===== src/rtl/hazard_if.sv =====
// Pipeline hazard bus between the 5-stage core datapath and hazard_ctrl.
// master = pipeline side, slave = hazard controller.
interface hazard_if;
   logic [4:0] id_rs1_i;
   logic [4:0] id_rs2_i;
   logic       id_use_rs1_i;
   logic       id_use_rs2_i;
   logic [4:0] ex_rd_i;
   logic       ex_write_en_i;
   logic       ex_load_i;
   logic [4:0] mem_rd_i;
   logic       mem_write_en_i;
   logic       mem_access_i;
   logic       dmem_ready_i;
   logic       redirect_i;
   logic       stall_pc_o;
   logic       stall_if_id_o;
   logic       flush_if_id_o;
   logic       stall_id_ex_o;
   logic       clear_id_ex_o;
   logic       stall_ex_mem_o;
   logic       fwrd_opA_type1_o;
   logic       fwrd_opB_type1_o;
   logic       fwrd_opA_type2_o;
   logic       fwrd_opB_type2_o;
   logic       err_o;

   modport master (
      output id_rs1_i, id_rs2_i, id_use_rs1_i, id_use_rs2_i,
             ex_rd_i, ex_write_en_i, ex_load_i,
             mem_rd_i, mem_write_en_i, mem_access_i, dmem_ready_i, redirect_i,
      input  stall_pc_o, stall_if_id_o, flush_if_id_o, stall_id_ex_o,
             clear_id_ex_o, stall_ex_mem_o,
             fwrd_opA_type1_o, fwrd_opB_type1_o, fwrd_opA_type2_o, fwrd_opB_type2_o,
             err_o
   );

   modport slave (
      input  id_rs1_i, id_rs2_i, id_use_rs1_i, id_use_rs2_i,
             ex_rd_i, ex_write_en_i, ex_load_i,
             mem_rd_i, mem_write_en_i, mem_access_i, dmem_ready_i, redirect_i,
      output stall_pc_o, stall_if_id_o, flush_if_id_o, stall_id_ex_o,
             clear_id_ex_o, stall_ex_mem_o,
             fwrd_opA_type1_o, fwrd_opB_type1_o, fwrd_opA_type2_o, fwrd_opB_type2_o,
             err_o
   );
endinterface


===== src/rtl/hazard_ctrl.sv =====
// Hazard sequencer for the 5-stage core: load-use bubble, dmem wait stall, redirect squash.
// Optional HAZARD_PERF_CNT_EN adds per-state cycle counters.
//
// state    | meaning
// RUN      | normal issue, forwarding active
// LD_STALL | cycle after a load-use bubble; load result now forwards from MEM
// MEM_WAIT | data memory access outstanding, whole pipe held
// FLUSH    | squashing wrong-path fetches after a redirect
module hazard_ctrl #(
   parameter int FLUSH_DEPTH  = 2,
   parameter int WAIT_TIMEOUT = 255
) (
   input  logic        clk,
   input  logic        rst,
   hazard_if.slave     hz
`ifdef HAZARD_PERF_CNT_EN
   ,
   output logic [31:0] ld_stall_cnt_o,
   output logic [31:0] mem_wait_cnt_o,
   output logic [31:0] flush_cnt_o
`endif
);

   typedef enum logic [1:0] {RUN, LD_STALL, MEM_WAIT, FLUSH} state_t;

   localparam int             WCW        = (WAIT_TIMEOUT < 2) ? 1 : $clog2(WAIT_TIMEOUT + 1);
   localparam logic [WCW-1:0] WAIT_LAST  = WCW'((WAIT_TIMEOUT == 0) ? 0 : WAIT_TIMEOUT - 1);
   localparam logic [WCW-1:0] WAIT_MAX   = WCW'(WAIT_TIMEOUT);
   localparam logic [1:0]     FLUSH_LOAD = 2'(FLUSH_DEPTH - 1);

   state_t         state, state_nx;
   logic [1:0]     flush_cnt, flush_cnt_nx;
   logic [WCW-1:0] wait_cnt, wait_cnt_nx;
   logic           redir_pend, redir_pend_nx;
   logic           err_q;

   logic dep_ex_a, dep_ex_b, dep_mem_a, dep_mem_b;
   logic mem_stall, flushing, redir, ld_use, timeout_hit;
   logic stall_pc, stall_if_id, flush_if_id, stall_id_ex, clear_id_ex, stall_ex_mem;
   logic fa1, fb1, fa2, fb2;

   always_comb begin
      dep_ex_a  = hz.id_use_rs1_i && (hz.id_rs1_i != 5'd0) && hz.ex_write_en_i  && (hz.id_rs1_i == hz.ex_rd_i);
      dep_ex_b  = hz.id_use_rs2_i && (hz.id_rs2_i != 5'd0) && hz.ex_write_en_i  && (hz.id_rs2_i == hz.ex_rd_i);
      dep_mem_a = hz.id_use_rs1_i && (hz.id_rs1_i != 5'd0) && hz.mem_write_en_i && (hz.id_rs1_i == hz.mem_rd_i);
      dep_mem_b = hz.id_use_rs2_i && (hz.id_rs2_i != 5'd0) && hz.mem_write_en_i && (hz.id_rs2_i == hz.mem_rd_i);

      mem_stall = (hz.mem_access_i || (state == MEM_WAIT)) && !hz.dmem_ready_i;
      // a flush interrupted by a dmem wait resumes with its remaining count
      flushing  = (state == FLUSH) || ((state == MEM_WAIT) && (flush_cnt != 2'd0));
      redir     = hz.redirect_i || redir_pend;
      ld_use    = hz.ex_load_i && (dep_ex_a || dep_ex_b);

      state_nx      = RUN;
      flush_cnt_nx  = flush_cnt;
      redir_pend_nx = redir_pend || (mem_stall && hz.redirect_i);
      stall_pc      = 1'b0;
      stall_if_id   = 1'b0;
      flush_if_id   = 1'b0;
      stall_id_ex   = 1'b0;
      clear_id_ex   = 1'b0;
      stall_ex_mem  = 1'b0;
      fa1           = 1'b0;
      fb1           = 1'b0;
      fa2           = 1'b0;
      fb2           = 1'b0;

      if (mem_stall) begin
         stall_pc     = 1'b1;
         stall_if_id  = 1'b1;
         stall_id_ex  = 1'b1;
         stall_ex_mem = 1'b1;
         state_nx     = MEM_WAIT;
      end else if (flushing) begin
         flush_if_id  = 1'b1;
         clear_id_ex  = 1'b1;
         flush_cnt_nx = flush_cnt - 2'd1;
         state_nx     = (flush_cnt == 2'd1) ? RUN : FLUSH;
      end else if (redir) begin
         flush_if_id   = 1'b1;
         clear_id_ex   = 1'b1;
         redir_pend_nx = 1'b0;
         flush_cnt_nx  = FLUSH_LOAD;
         state_nx      = (FLUSH_LOAD != 2'd0) ? FLUSH : RUN;
      end else if (ld_use) begin
         stall_pc    = 1'b1;
         stall_if_id = 1'b1;
         clear_id_ex = 1'b1;
         state_nx    = LD_STALL;
      end else begin
         fa1 = dep_ex_a && !hz.ex_load_i;
         fb1 = dep_ex_b && !hz.ex_load_i;
         fa2 = !fa1 && dep_mem_a;
         fb2 = !fb1 && dep_mem_b;
      end

      wait_cnt_nx = '0;
      if (mem_stall)
         wait_cnt_nx = (wait_cnt == WAIT_MAX) ? wait_cnt : wait_cnt + 1'b1;
      timeout_hit = (WAIT_TIMEOUT != 0) && mem_stall && (wait_cnt == WAIT_LAST);
   end

   always_ff @(posedge clk or posedge rst) begin
      if (rst) begin
         state      <= RUN;
         flush_cnt  <= 2'd0;
         wait_cnt   <= '0;
         redir_pend <= 1'b0;
         err_q      <= 1'b0;
      end else begin
         state      <= state_nx;
         flush_cnt  <= flush_cnt_nx;
         wait_cnt   <= wait_cnt_nx;
         redir_pend <= redir_pend_nx;
         err_q      <= err_q || timeout_hit;
      end
   end

`ifdef HAZARD_PERF_CNT_EN
   always_ff @(posedge clk or posedge rst) begin
      if (rst) begin
         ld_stall_cnt_o <= 32'd0;
         mem_wait_cnt_o <= 32'd0;
         flush_cnt_o    <= 32'd0;
      end else begin
         if (state == LD_STALL) ld_stall_cnt_o <= ld_stall_cnt_o + 32'd1;
         if (state == MEM_WAIT) mem_wait_cnt_o <= mem_wait_cnt_o + 32'd1;
         if (state == FLUSH)    flush_cnt_o    <= flush_cnt_o + 32'd1;
      end
   end
`endif

   assign hz.stall_pc_o       = !rst && stall_pc;
   assign hz.stall_if_id_o    = !rst && stall_if_id;
   assign hz.flush_if_id_o    = !rst && flush_if_id;
   assign hz.stall_id_ex_o    = !rst && stall_id_ex;
   assign hz.clear_id_ex_o    = !rst && clear_id_ex;
   assign hz.stall_ex_mem_o   = !rst && stall_ex_mem;
   assign hz.fwrd_opA_type1_o = !rst && fa1;
   assign hz.fwrd_opB_type1_o = !rst && fb1;
   assign hz.fwrd_opA_type2_o = !rst && fa2;
   assign hz.fwrd_opB_type2_o = !rst && fb2;
   assign hz.err_o            = !rst && (err_q || timeout_hit);

endmodule


===== src/flat_wrapper.sv =====
// flat-port wrapper written by rule: the top's interface ports become plain ports
module hazard_ctrl_flat 
#(
   parameter int FLUSH_DEPTH  = 2,
   parameter int WAIT_TIMEOUT = 255
)
  (clk, rst, hz_id_rs1_i, hz_id_rs2_i, hz_id_use_rs1_i, hz_id_use_rs2_i, hz_ex_rd_i, hz_ex_write_en_i, hz_ex_load_i, hz_mem_rd_i, hz_mem_write_en_i, hz_mem_access_i, hz_dmem_ready_i, hz_redirect_i, hz_stall_pc_o, hz_stall_if_id_o, hz_flush_if_id_o, hz_stall_id_ex_o, hz_clear_id_ex_o, hz_stall_ex_mem_o, hz_fwrd_opA_type1_o, hz_fwrd_opB_type1_o, hz_fwrd_opA_type2_o, hz_fwrd_opB_type2_o, hz_err_o);
  hazard_if hz_i ();
  input  logic clk;
  input  logic rst;
  input wire logic [$bits(hz_i.id_rs1_i)-1:0] hz_id_rs1_i;
  input wire logic [$bits(hz_i.id_rs2_i)-1:0] hz_id_rs2_i;
  input wire logic [$bits(hz_i.id_use_rs1_i)-1:0] hz_id_use_rs1_i;
  input wire logic [$bits(hz_i.id_use_rs2_i)-1:0] hz_id_use_rs2_i;
  input wire logic [$bits(hz_i.ex_rd_i)-1:0] hz_ex_rd_i;
  input wire logic [$bits(hz_i.ex_write_en_i)-1:0] hz_ex_write_en_i;
  input wire logic [$bits(hz_i.ex_load_i)-1:0] hz_ex_load_i;
  input wire logic [$bits(hz_i.mem_rd_i)-1:0] hz_mem_rd_i;
  input wire logic [$bits(hz_i.mem_write_en_i)-1:0] hz_mem_write_en_i;
  input wire logic [$bits(hz_i.mem_access_i)-1:0] hz_mem_access_i;
  input wire logic [$bits(hz_i.dmem_ready_i)-1:0] hz_dmem_ready_i;
  input wire logic [$bits(hz_i.redirect_i)-1:0] hz_redirect_i;
  output wire logic [$bits(hz_i.stall_pc_o)-1:0] hz_stall_pc_o;
  output wire logic [$bits(hz_i.stall_if_id_o)-1:0] hz_stall_if_id_o;
  output wire logic [$bits(hz_i.flush_if_id_o)-1:0] hz_flush_if_id_o;
  output wire logic [$bits(hz_i.stall_id_ex_o)-1:0] hz_stall_id_ex_o;
  output wire logic [$bits(hz_i.clear_id_ex_o)-1:0] hz_clear_id_ex_o;
  output wire logic [$bits(hz_i.stall_ex_mem_o)-1:0] hz_stall_ex_mem_o;
  output wire logic [$bits(hz_i.fwrd_opA_type1_o)-1:0] hz_fwrd_opA_type1_o;
  output wire logic [$bits(hz_i.fwrd_opB_type1_o)-1:0] hz_fwrd_opB_type1_o;
  output wire logic [$bits(hz_i.fwrd_opA_type2_o)-1:0] hz_fwrd_opA_type2_o;
  output wire logic [$bits(hz_i.fwrd_opB_type2_o)-1:0] hz_fwrd_opB_type2_o;
  output wire logic [$bits(hz_i.err_o)-1:0] hz_err_o;
  assign hz_i.id_rs1_i = hz_id_rs1_i;
  assign hz_i.id_rs2_i = hz_id_rs2_i;
  assign hz_i.id_use_rs1_i = hz_id_use_rs1_i;
  assign hz_i.id_use_rs2_i = hz_id_use_rs2_i;
  assign hz_i.ex_rd_i = hz_ex_rd_i;
  assign hz_i.ex_write_en_i = hz_ex_write_en_i;
  assign hz_i.ex_load_i = hz_ex_load_i;
  assign hz_i.mem_rd_i = hz_mem_rd_i;
  assign hz_i.mem_write_en_i = hz_mem_write_en_i;
  assign hz_i.mem_access_i = hz_mem_access_i;
  assign hz_i.dmem_ready_i = hz_dmem_ready_i;
  assign hz_i.redirect_i = hz_redirect_i;
  assign hz_stall_pc_o = hz_i.stall_pc_o;
  assign hz_stall_if_id_o = hz_i.stall_if_id_o;
  assign hz_flush_if_id_o = hz_i.flush_if_id_o;
  assign hz_stall_id_ex_o = hz_i.stall_id_ex_o;
  assign hz_clear_id_ex_o = hz_i.clear_id_ex_o;
  assign hz_stall_ex_mem_o = hz_i.stall_ex_mem_o;
  assign hz_fwrd_opA_type1_o = hz_i.fwrd_opA_type1_o;
  assign hz_fwrd_opB_type1_o = hz_i.fwrd_opB_type1_o;
  assign hz_fwrd_opA_type2_o = hz_i.fwrd_opA_type2_o;
  assign hz_fwrd_opB_type2_o = hz_i.fwrd_opB_type2_o;
  assign hz_err_o = hz_i.err_o;
  hazard_ctrl #(.FLUSH_DEPTH(FLUSH_DEPTH), .WAIT_TIMEOUT(WAIT_TIMEOUT)) u_core (.clk(clk), .rst(rst), .hz(hz_i));
endmodule

===== config.mk =====
export PLATFORM = sky130hd
export DESIGN_NAME = hazard_ctrl_flat
export DESIGN_NICKNAME = d
export VERILOG_FILES = /design/src/rtl/hazard_if.sv /design/src/rtl/hazard_ctrl.sv /design/src/flat_wrapper.sv
export SDC_FILE = /design/constraint.sdc
export NUM_CORES = 1
export LEC_CHECK = 0
export ABC_AREA = 1
export CORE_MARGIN = 3
export CORE_UTILIZATION = 56
export CTS_CLUSTER_DIAMETER = 150
export DETAILED_ROUTE_END_ITERATION = 6
export DONT_BUFFER_PORTS = 1
export HOLD_SLACK_MARGIN = 0.05
export PLACE_DENSITY = 0.76
export SETUP_SLACK_MARGIN = 0.02
export SLEW_MARGIN = 20
export SYNTH_ARGS = -nofsm -noshare
export SYNTH_HDL_FRONTEND = slang
export SYNTH_SLANG_ARGS = --single-unit
export TNS_END_PERCENT = 100

===== constraint.sdc =====
create_clock -name clk -period 1.5 [get_ports clk]
set_clock_uncertainty 0.05 [all_clocks]
set_input_delay 0.3 -clock clk [delete_from_list [all_inputs] [get_ports clk]]
set_output_delay 0.3 -clock clk [all_outputs]
set_load 0.005 [all_outputs]

==> impl_metrics.py, run 1 <==
metrics = {
    "setup_path": {
        "path_cells": "inv_2, nand2_2, a21oi_4, buf_6, nor3_4, nand2_1, nor2_1, nand2_1, nor2_4",
        "cpPeakStageDelay_ns": 0.40,
        "r2r-end": "u_core.wait_cnt[5]",
        "startpoint_type": "register",
        "slowest_stage": "dfrtp_1",
        "reg2regPathDepth": 9,
        "timing.rr.start": "u_core.wait_cnt[0]",
        "worstPathArrival_ns": 1.51,
        "crit_type": "register to output port",
        "cp.required_ns": 1.15,
        "critPathCaptureType": "output port",
        "crit_top_cell": "nand2_1",
        "cp_max_fo": 4,
        "ff2ff_setup_slack_ns": -0.02,
    },
    "layout": {
        "final_area_sq_um": 1670,
        "drive_gt1_share_pct": 41.9,
        "final_cell_mix": "nand2_1, inv_1, nor2_1",
        "fin_nets": 245,
        "syn_to_final_growth_pct": 37.5,
        "final_common_cell": "nand2_1",
        "multi_input_comb_area_sq_um": 933,
        "antenna_cells": 0,
        "nFillCells": 119,
        "regArea_sq_um": 352,
        "instances_no_fill": 237,
    },
    "timing": {
        "hold_viol": 0,
        "min_period_over_period_pct": 124,
        "rsz0062_at_grt": "true",
        "layout_setup_ws_ns": -0.363,
        "fin_crit_ns": 1.86,
        "setup_viol_count_final": 12,
        "relSlewSlack_pct": 75.1,
        "timing.fmax_ghz": 0.537,
        "slew_violations": 0,
        "timing_worst_slew_pin_value_ns": 0.370,
        "tns_ns": -3.04,
    },
    "min_path": {
        "hp-class": "primary input to register",
        "min_path_cells": 2,
        "hp-start": "hz_redirect_i",
        "holdPathEnd": "u_core.redir_pend",
    },
    "power": {
        "switching_power_uw": 740,
        "p_leak_uw": 0.000792,
        "p_int_uw": 1040,
        "p_seq_share_pct": 29.5,
        "pwr-share-comb_pct": 53.9,
        "swShare_pct": 41.7,
        "pwr-share-clk_pct": 16.7,
        "power.density_nw_per_um2": 1060,
        "peakVddDrop_uv": 768,
    },
    "die": {
        "initial_core_util_pct": 60.8,
        "die_h_um": 52.6,
        "die_w_um": 52.6,
        "coreArea_sq_um": 2000,
        "io_pins": 41,
        "dieArea_sq_um": 2770,
        "rows": 16,
    },
    "yosys": {
        "syn_inst": 188,
        "syn_avg_cell_area_sq_um": 6.48,
        "synth_area_sq_um": 1220,
        "synth_nets": 222,
        "yosys_register_bits": 14,
        "ys_seq_area_share_pct": 28.8,
        "ys_types": 27,
        "yosys_warnings": 0,
    },
    "drt": {
        "drt_iter0_drc": 46,
        "post_drt_via_cell_ratio": 5.74,
        "vias": 1361,
        "antenna_left": 0,
        "wire_per_inst_um": 16.1,
        "wl_um": 3820,
        "drc": 0,
        "first_pass_iters": 4,
    },
    "clock_network": {
        "h-tree-depth": 1,
        "path_clk_slew_ns": 0.10,
        "cts_inserted_buffers": 3,
        "clockBufferDepth": 2,
        "clk_latency_ns": 0.30,
        "tritoncts": "yes",
        "root_buffer": "clkbuf_4",
        "clock_sink_count": 14,
    },
    "status": {
        "violations": "setup timing",
        "outcome": "complete, but fails checks",
    },
    "placed_design": {
        "portBuffers": 0,
        "dpl_worst_slack_ns": -0.0290,
        "dp_hpwl_um": 2440,
        "place_area_sq_um": 1300,
        "gp_congestion": 0.906,
        "place_inst": 220,
    },
    "global_routing": {
        "grt_pass1_wl_um": 5360,
        "grt_usage_pct": 26.0,
        "grt_start_max_net_pins": 15,
        "grt_antenna_before_repair": 0,
        "grt_pass1_vias": 1311,
        "overflow": 0,
    },
    "flow_run": {
        "drv_cap": 0,
    },
}
==> per-stage QoR <==
step,hold WS (ns),power (uW),utilization [%]
global placement,0.199,1020,65.1
finish,0.211,1780,83.6
CTS,0.204,1450,74.5
floorplan,0.156,868,-
detailed placement,0.204,1050,65.1
global route,0.270,1860,83.6
==> area by class of cell <==
type,count,share of cell area (%)
clock buffer,4,2.17
inverter,34,7.92
multi-input combinational,136,55.8
sequential,14,21.0
tap,27,2.02
timing repair buffer,22,11.1
==> timing repair <==
item,4_1_cts,5_1_grt
hold buffers,1,0
setup endpoints to repair,12,21
gates resized for setup,23,44
endpoints found under the hold margin,14,0
buffers inserted,11,5
pin swaps,11,21
==> flip-flops by register name, indices dropped and copies added (netlist names) <==
signal             flops
u_core.wait_cnt        8
u_core.flush_cnt       2
u_core.state           2
u_core.err_q           1
u_core.redir_pend      1
==> kinds of logic after synthesis <==
group	after synthesis	synth area share [%]
DFF	14	28.8
buffers and inverters	38	12.7
AOI/OAI and AO/OA	25	12.3
xor gates and xnor gates	6	4.32
adders and majority gates	4	4.11
and+or+nand+nor	101	37.7
==> layer usage <==
| layer | global-route usage (%) | wire (um) | vias up |
|---|---|---|---|
| li1 | - | - | 633 |
| met1 | 25.9 | 1450 | 642 |
| met2 | 49.2 | 1960 | 75 |
| met3 | 6.84 | 327 | 11 |
| met4 | 11.9 | 81 | 0 |
| met5 | 0 | 0 | - |
==> critical path, delay by kind of cell, from the launching register on <==
family,cells,cell delay (ns)
AOI/OAI and AO/OA,1,0.07
buffers and inverters,2,0.19
DFF,1,0.40
and+or+nand+nor,6,0.55
==> cells in the mapped netlist <==
cell,instances,share of area (%)
a211oi_1,1,0.62
a21oi_1,5,2.1
a21oi_2,3,2.2
buf_2,1,0.41
buf_4,3,1.8
dfrtp_1,14,29
ha_1,4,4.1
inv_1,27,8.3
inv_2,7,2.2
nand2_1,43,13
nand2_2,4,2.1
nand3_1,12,4.9
nand3_2,2,1.6
nand4_1,3,1.5
nor2_1,26,8.0
nor2_2,2,1.0
nor3_1,2,0.82
nor3_2,1,0.82
nor4_2,1,1.0
o2111ai_1,1,0.72
o21ai_0,8,3.3
o21ai_1,4,1.6
o31ai_1,3,1.8
or2_1,2,1.0
or2_2,3,1.5
xnor2_1,2,1.4
xor2_1,4,2.9
==> how the worst max path moves through the flow <==
stage                         from                  end  slack (ns)  cells past startpoint
6_report           u_core.state[0]  hz_fwrd_opB_type2_o       -0.36                      9
5_1_grt            u_core.state[0]  hz_fwrd_opB_type2_o       -0.42                      9
4_1_cts        u_core.flush_cnt[0]  hz_fwrd_opB_type1_o       -0.28                      8
3_5_place_dp   u_core.flush_cnt[0]     hz_clear_id_ex_o       -0.03                      9
3_3_place_gp       u_core.state[1]  hz_fwrd_opB_type2_o        0.04                      8
2_1_floorplan  u_core.flush_cnt[0]        hz_stall_pc_o       -0.01                      9
==> power by group through the flow <==
stage | clock network [uW] | logic [uW] | registers (uW)
after global routing | 301 | 1030 | 524
after detailed placement | 0 | 546 | 505
after CTS | 282 | 666 | 502
final | 296 | 957 | 523
after global placement | 0 | 517 | 500
after floorplan | 0 | 367 | 501
(Power assumes the default switching activity.)
==> run 2: changes to the inputs <==
--- a/config.mk
+++ b/config.mk
@@ -5,14 +5,14 @@
 export SDC_FILE = /design/constraint.sdc
 export NUM_CORES = 1
 export LEC_CHECK = 0
-export ABC_AREA = 1
+export ABC_AREA = 0
 export CORE_MARGIN = 3
-export CORE_UTILIZATION = 56
+export CORE_UTILIZATION = 55
 export CTS_CLUSTER_DIAMETER = 150
 export DETAILED_ROUTE_END_ITERATION = 6
 export DONT_BUFFER_PORTS = 1
 export HOLD_SLACK_MARGIN = 0.05
-export PLACE_DENSITY = 0.76
+export PLACE_DENSITY = 0.75
 export SETUP_SLACK_MARGIN = 0.02
 export SLEW_MARGIN = 20
 export SYNTH_ARGS = -nofsm -noshare
==> run 2 against run 1 <==
Effect of this change: the run still ends with setup timing left; critical endpoint unchanged; highest routed layer unchanged; global-route usage up 3.5 points; largest power group unchanged; first-iteration DRC count grew 8.7%; clock-buffer cell count down 1; synthesized area down 11%; wire length increased by 2.9%; hold slack lost 0.16 ns.
==> impl_metrics.py, run 2 <==
metrics = {
    "yosys": {
        "syn_avg_cell_area_sq_um": 8.67,
        "synth_most_common_cell": "xnor2_1",
        "synth_area_sq_um": 1080,
        "async_flop_share_pct": 100,
        "yosys_register_bits": 14,
        "synthFlopType": "dfrtp_1",
        "ys_top_cells_by_count": "xnor2_1, nand2_1, dfrtp_1, nor2_1",
        "syn_inst": 125,
        "yosys.area.top_type": "dfrtp_1",
        "ys_seq_area_share_pct": 32.3,
        "synth_area_leaders": "dfrtp_1, xnor2_1, nand2_1",
        "ys_types": 33,
        "synth_top_area_share_pct": 32.3,
        "synth_edf_count": 0,
        "synth_nets": 159,
        "yosys_warnings": 0,
    },
    "clock_network": {
        "tritoncts": "yes",
        "clock_sink_count": 14,
        "clockBufferDepth": 2,
        "clk_latency_ns": 0.30,
        "h-tree-depth": 1,
        "cts_inserted_buffers": 3,
        "root_buffer": "clkbuf_4",
        "path_clk_slew_ns": 0.10,
    },
    "setup_path": {
        "cp.required_ns": 1.15,
        "r2r-end": "u_core.wait_cnt[7]",
        "ff2ff_setup_slack_ns": -0.08,
        "startpoint_type": "register",
        "crit_type": "register to output port",
        "worstPathArrival_ns": 1.77,
        "cp_max_fo": 4,
        "reg2regPathDepth": 7,
        "timing.rr.start": "u_core.wait_cnt[0]",
        "critPathCaptureType": "output port",
    },
    "die": {
        "dieArea_sq_um": 2540,
        "io_pins": 41,
        "rows": 15,
        "initial_core_util_pct": 60.1,
        "die_h_um": 50.4,
        "coreArea_sq_um": 1800,
        "die_w_um": 50.4,
    },
    "power": {
        "power.density_nw_per_um2": 1130,
        "p_leak_uw": 0.000664,
        "peakVddDrop_uv": 1240,
    },
    "layout": {
        "final_common_cell": "buf_4",
        "instances_no_fill": 178,
        "final_cell_mix": "buf_4, xnor2_1, dfrtp_1",
        "multi_input_comb_area_sq_um": 922,
        "final_util_pct": 89.9,
        "regArea_sq_um": 350,
        "nFillCells": 79,
        "reg.largest.list": "u_core.wait_cnt: 8 flops, u_core.flush_cnt: 2 flops, u_core.state: 2 flops",
        "antenna_cells": 0,
        "max_flop_register": "u_core.wait_cnt",
        "syn_to_final_growth_pct": 49.5,
        "fin_nets": 189,
        "largest_register_ffs": 8,
        "drive_gt1_share_pct": 49.0,
    },
    "status": {
        "violations": "setup timing",
        "outcome": "complete, but fails checks",
    },
    "timing": {
        "rsz0062_at_grt": "true",
        "setup_viol_count_final": 16,
        "relSlewSlack_pct": 67.3,
        "hold_viol": 0,
        "min_period_over_period_pct": 142,
        "timing.fmax_ghz": 0.471,
        "fin_crit_ns": 2.12,
        "layout_setup_ws_ns": -0.624,
        "whs_ns": 0.0555,
        "timing_worst_slew_pin_value_ns": 0.488,
        "slew_violations": 0,
    },
    "drt": {
        "wire_per_inst_um": 22.1,
        "drc": 0,
        "wl_um": 3930,
        "first_pass_iters": 4,
        "vias": 1132,
        "post_drt_via_cell_ratio": 6.36,
        "drt_iter0_drc": 50,
        "antenna_left": 0,
    },
    "placed_design": {
        "dpl_worst_slack_ns": -0.354,
        "portBuffers": 0,
        "place_inst": 161,
        "dp_hpwl_um": 2040,
        "gp_congestion": 0.806,
    },
    "global_routing": {
        "grt_pass1_vias": 1183,
        "overflow": 0,
        "grt_start_max_net_pins": 13,
        "grt_pass1_wl_um": 5460,
        "grt_usage_pct": 29.5,
        "grt_antenna_before_repair": 0,
    },
    "min_path": {
        "holdPathEnd": "u_core.redir_pend",
        "hp-class": "primary input to register",
        "hp-start": "hz_redirect_i",
        "min_path_cells": 2,
    },
    "flow_run": {
        "drv_cap": 0,
    },
}
==> run 2: cell types whose count changed after synthesis, moves of 4 or more <==
| cell | before | now |
|---|---|---|
| nand2_1 | 43 | 15 |
| inv_1 | 27 | 6 |
| xnor2_1 | 2 | 17 |
| nor2_1 | 26 | 14 |
| inv_2 | 7 | 0 |
| nand3_1 | 12 | 5 |
| o21ai_0 | 8 | 2 |
| nand2_2 | 4 | 0 |
==> run 2: cell families (layout without fill, tap and decap cells) <==
group | Yosys count | in the layout | share of synthesized area [%]
simple gates | 54 | 54 | 25.4
fa+ha+maj | 4 | 4 | 4.62
flops | 14 | 14 | 32.3
buf+inv | 9 | 37 | 3.81
compound gates | 21 | 21 | 15.2
xor+xnor | 23 | 23 | 18.6
==> run 2: area by class of cell <==
class / count / area share [%]
clock buffers: 3 / 1.39
repair buffers: 28 / 16.8
flip-flops and latches: 14 / 21.6
multi-input cells: 102 / 56.9
inverters: 6 / 1.39
well taps: 25 / 1.93
==> run 2: metrics by stage <==
stage / instance area (sq um) / setup TNS (ns) / total power (uW)
after floorplan: 1110 / -1.71 / 871
after global placement: 1220 / -2.21 / 1020
after detailed placement: 1220 / -2.62 / 1060
after CTS: 1450 / -4.05 / 1560
after global routing: 1620 / -6.32 / 1910
final: 1620 / -5.21 / 1820
==> run 2: per-layer routing <==
layer  vias up  routed length [um]  track usage, %
met4         0                 151            14.8
met2        77                2020            53.5
met5         -                   0               0
li1        492                   -               -
met1       546                1500            31.8
met3        17                 261            6.53
==> run 2: what timing repair did <==
action	in CTS	in global routing
setup endpoints to repair	16	23
endpoints found under the hold margin	14	0
hold buffers	1	0
resized for setup	33	27
pin swaps	9	14
gates cloned	0	1
buffers inserted	7	7
==> run 2: worst max-delay path by stage <==
stage	end	slack, ns	cells past startpoint	from
3_5_place_dp	hz_fwrd_opB_type2_o	-0.35	6	u_core.flush_cnt[1]
5_1_grt	hz_fwrd_opA_type2_o	-0.72	6	u_core.flush_cnt[1]
3_3_place_gp	hz_fwrd_opB_type2_o	-0.33	6	u_core.flush_cnt[1]
4_1_cts	hz_fwrd_opA_type1_o	-0.53	6	u_core.flush_cnt[1]
2_1_floorplan	hz_stall_pc_o	-0.34	6	hz_id_rs1_i[0]
6_report	hz_fwrd_opB_type2_o	-0.62	6	u_core.flush_cnt[1]
==> run 2: power breakdown <==
| part | leakage [uW] | internal (uW) | switching (uW) |
|---|---|---|---|
| logic | 0.000468 | 536 | 524 |
| clock network | 0.0000138 | 93.5 | 140 |
| registers | 0.000182 | 456 | 74.8 |
==> run 2: worst max-delay path: stages (launching register included) <==
cell       delay [ns]
dfrtp_1          0.41
inv_2            0.09
ha_4             0.15
a21boi_4         0.07
nor3_2           0.14
nand4_1          0.27
a2111oi_2        0.33
==> run 3: changes to the inputs <==
--- a/config.mk
+++ b/config.mk
@@ -5,14 +5,14 @@
 export SDC_FILE = /design/constraint.sdc
 export NUM_CORES = 1
 export LEC_CHECK = 0
-export ABC_AREA = 0
+export ABC_AREA = 1
 export CORE_MARGIN = 3
-export CORE_UTILIZATION = 55
+export CORE_UTILIZATION = 67
 export CTS_CLUSTER_DIAMETER = 150
 export DETAILED_ROUTE_END_ITERATION = 6
 export DONT_BUFFER_PORTS = 1
 export HOLD_SLACK_MARGIN = 0.05
-export PLACE_DENSITY = 0.75
+export PLACE_DENSITY = 0.85
 export SETUP_SLACK_MARGIN = 0.02
 export SLEW_MARGIN = 20
 export SYNTH_ARGS = -nofsm -noshare
==> constraint.sdc (replaced) <==
create_clock -name clk -period 2.75 [get_ports clk]
set_clock_uncertainty 0.05 [all_clocks]
set_input_delay 0.55 -clock clk [delete_from_list [all_inputs] [get_ports clk]]
set_output_delay 0.55 -clock clk [all_outputs]
set_load 0.005 [all_outputs]
==> run 3 against run 2 <==
Effect of this change: sequential power fell by 48%; global-route usage decreased by 5.4 points; power down 66%; cell count rose by 20%; critical endpoint is now hz_stall_pc_o; the flow now finishes without violations; first-iteration DRC count down 56%; wire length shrank 33%; worst setup slack improved by 1.0 ns; utilization down 12 points; combinational power decreased by 78%; non-clock buffer count shrank 26; largest cell class unchanged.
==> impl_metrics.py, run 3 (synthesized netlist as in run 1, its figures left out) <==
metrics = {
    "status": {
        "outcome": "complete, no violations",
    },
    "die": {
        "die_w_um": 48.6,
        "dieArea_sq_um": 2360,
        "rows": 14,
        "coreArea_sq_um": 1610,
        "initial_core_util_pct": 75.5,
        "io_pins": 41,
        "die_h_um": 48.6,
    },
    "power": {
        "power.density_nw_per_um2": 491,
        "p_leak_uw": 0.000637,
        "peakVddDrop_uv": 315,
    },
    "setup_path": {
        "crit_family": "buffers and inverters",
        "cp.required_ns": 2.15,
        "ff2ff_setup_slack_ns": 1.16,
        "crit_top_cell": "nand2_1",
        "reg2regPathDepth": 9,
        "crit_type": "register to output port",
        "path_cells": "inv_1, nand2_1, a21oi_2, buf_4, inv_1, nand2_1, nand2_1, a21oi_1",
        "r2r-end": "u_core.wait_cnt[5]",
        "cp_max_fo": 12,
        "cpPeakStageDelay_ns": 0.36,
        "worstPathArrival_ns": 1.74,
        "critPathCaptureType": "output port",
        "slowest_stage": "dfrtp_1",
        "path_buf_inv": 3,
        "startpoint_type": "register",
        "timing.rr.start": "u_core.wait_cnt[1]",
    },
    "clock_network": {
        "tritoncts": "yes",
        "clockBufferDepth": 2,
        "cts_inserted_buffers": 3,
        "clk_latency_ns": 0.27,
        "hold_buffers": 0,
        "cts_resized": 0,
        "root_buffer": "clkbuf_4",
        "h-tree-depth": 1,
        "clock_sink_count": 14,
        "postCtsSetupRepairBufs": 0,
        "path_clk_slew_ns": 0.08,
    },
    "global_routing": {
        "grt_usage_pct": 24.1,
        "grt_pass1_wl_um": 4530,
        "overflow": 0,
        "grt_antenna_before_repair": 0,
        "grt_start_max_net_pins": 17,
        "grt_pass1_vias": 1084,
    },
    "timing": {
        "fin_crit_ns": 2.34,
        "timing.fmax_ghz": 0.427,
        "relSlewSlack_pct": 77.7,
        "timing_worst_slew_pin_value_ns": 0.334,
        "setup_viol_count_final": 0,
        "rsz0062_at_grt": "false",
        "hold_viol": 0,
        "tns_ns": 0,
        "min_period_over_period_pct": 85.2,
        "layout_setup_ws_ns": 0.406,
        "slew_violations": 0,
    },
    "min_path": {
        "hp-class": "primary input to asynchronous set/reset pin",
    },
    "placed_design": {
        "dp_hpwl_um": 2240,
        "portBuffers": 0,
        "place_area_sq_um": 1230,
        "dpl_worst_slack_ns": 0.609,
        "gp_congestion": 0.855,
    },
    "layout": {
        "final_area_sq_um": 1260,
        "antenna_cells": 0,
        "max_flop_register": "u_core.wait_cnt",
        "syn_to_final_growth_pct": 3.29,
        "final_cell_mix": "nand2_1, inv_1, nor2_1",
        "multi_input_comb_area_sq_um": 712,
        "reg.largest.list": "u_core.wait_cnt: 8 flops, u_core.flush_cnt: 2 flops, u_core.state: 2 flops",
        "nFillCells": 138,
        "drive_gt1_share_pct": 14.8,
        "final_common_cell": "nand2_1",
        "fin_nets": 225,
        "regArea_sq_um": 350,
        "largest_register_ffs": 8,
    },
    "drt": {
        "wl_um": 2640,
        "antenna_left": 0,
        "drc": 0,
        "post_drt_via_cell_ratio": 5.47,
        "vias": 1165,
        "first_pass_iters": 4,
        "drt_iter0_drc": 22,
        "wire_per_inst_um": 12.4,
    },
    "flow_run": {
        "drv_cap": 0,
    },
}
run 3: cell count changes in the layout (fill, tap and decap cells not counted), moves of 5 or more:
cell	previous run	this run
xnor2_1	17	2
nand3_1	4	12
nand2_1	9	43
nor2_1	8	26
buf_4	19	2
inv_1	3	27
o21ai_0	1	8
buf_6	5	0
run 3: worst max-delay path by stage:
stage                    start          endpoint  slack (ns)  cells after the start
3_3_place_gp   hz_mem_access_i  hz_stall_if_id_o        0.66                      7
6_report       u_core.state[0]     hz_stall_pc_o        0.41                      8
2_1_floorplan    hz_ex_rd_i[4]     hz_stall_pc_o        0.82                     10
5_1_grt        u_core.state[0]     hz_stall_pc_o        0.25                      8
3_5_place_dp   hz_mem_access_i     hz_stall_pc_o        0.61                      7
4_1_cts        u_core.state[0]     hz_stall_pc_o        0.42                      8
run 3: area by class of cell:
| type | count | share of cell area, % |
|---|---|---|
| Multi-Input combinational cell | 136 | 56.6 |
| Inverter | 34 | 10.1 |
| Clock buffer | 3 | 1.79 |
| Sequential cell | 14 | 27.9 |
| Timing Repair Buffer | 2 | 1.19 |
| Tap cell | 24 | 2.39 |
run 3: where the power goes:
group / switching [uW] / total [uW] / internal [uW]
logic: 147 / 234 / 86.9
clock network: 56.8 / 107 / 50.7
registers: 27.1 / 275 / 248
run 3: per-layer routing:
layer  GRT usage, %  routed length [um]  vias up  part of all wire, %
li1               -                   -      587                    -
met1           28.7                1080      539                   41
met2           42.8                1330       35                   50
met3           6.44                 213        4                  8.1
met4           5.69                  19        0                 0.72
met5              0                   0        -                    0
run 3: worst reg2reg max path, delay by kind of cell, from the launching register on:
family                   cells  cell delay [ns]
AO/OA/AOI/OAI                2             0.18
flip-flops                   1             0.43
AND/OR/NAND/NOR              5             0.55
buffers and inverters        1             0.05
adder cells (fa/ha/maj)      1             0.21
run 3: stage by stage:
stage	total power (uW)	utilization, %	hold slack, ns	instances
after global routing	675	78.0	0.112	213
after CTS	622	78.0	0.104	213
after detailed placement	512	76.6	0.391	210
after global placement	495	76.6	0.387	210
after floorplan	463	-	0.373	188
final	617	78.0	0.109	213
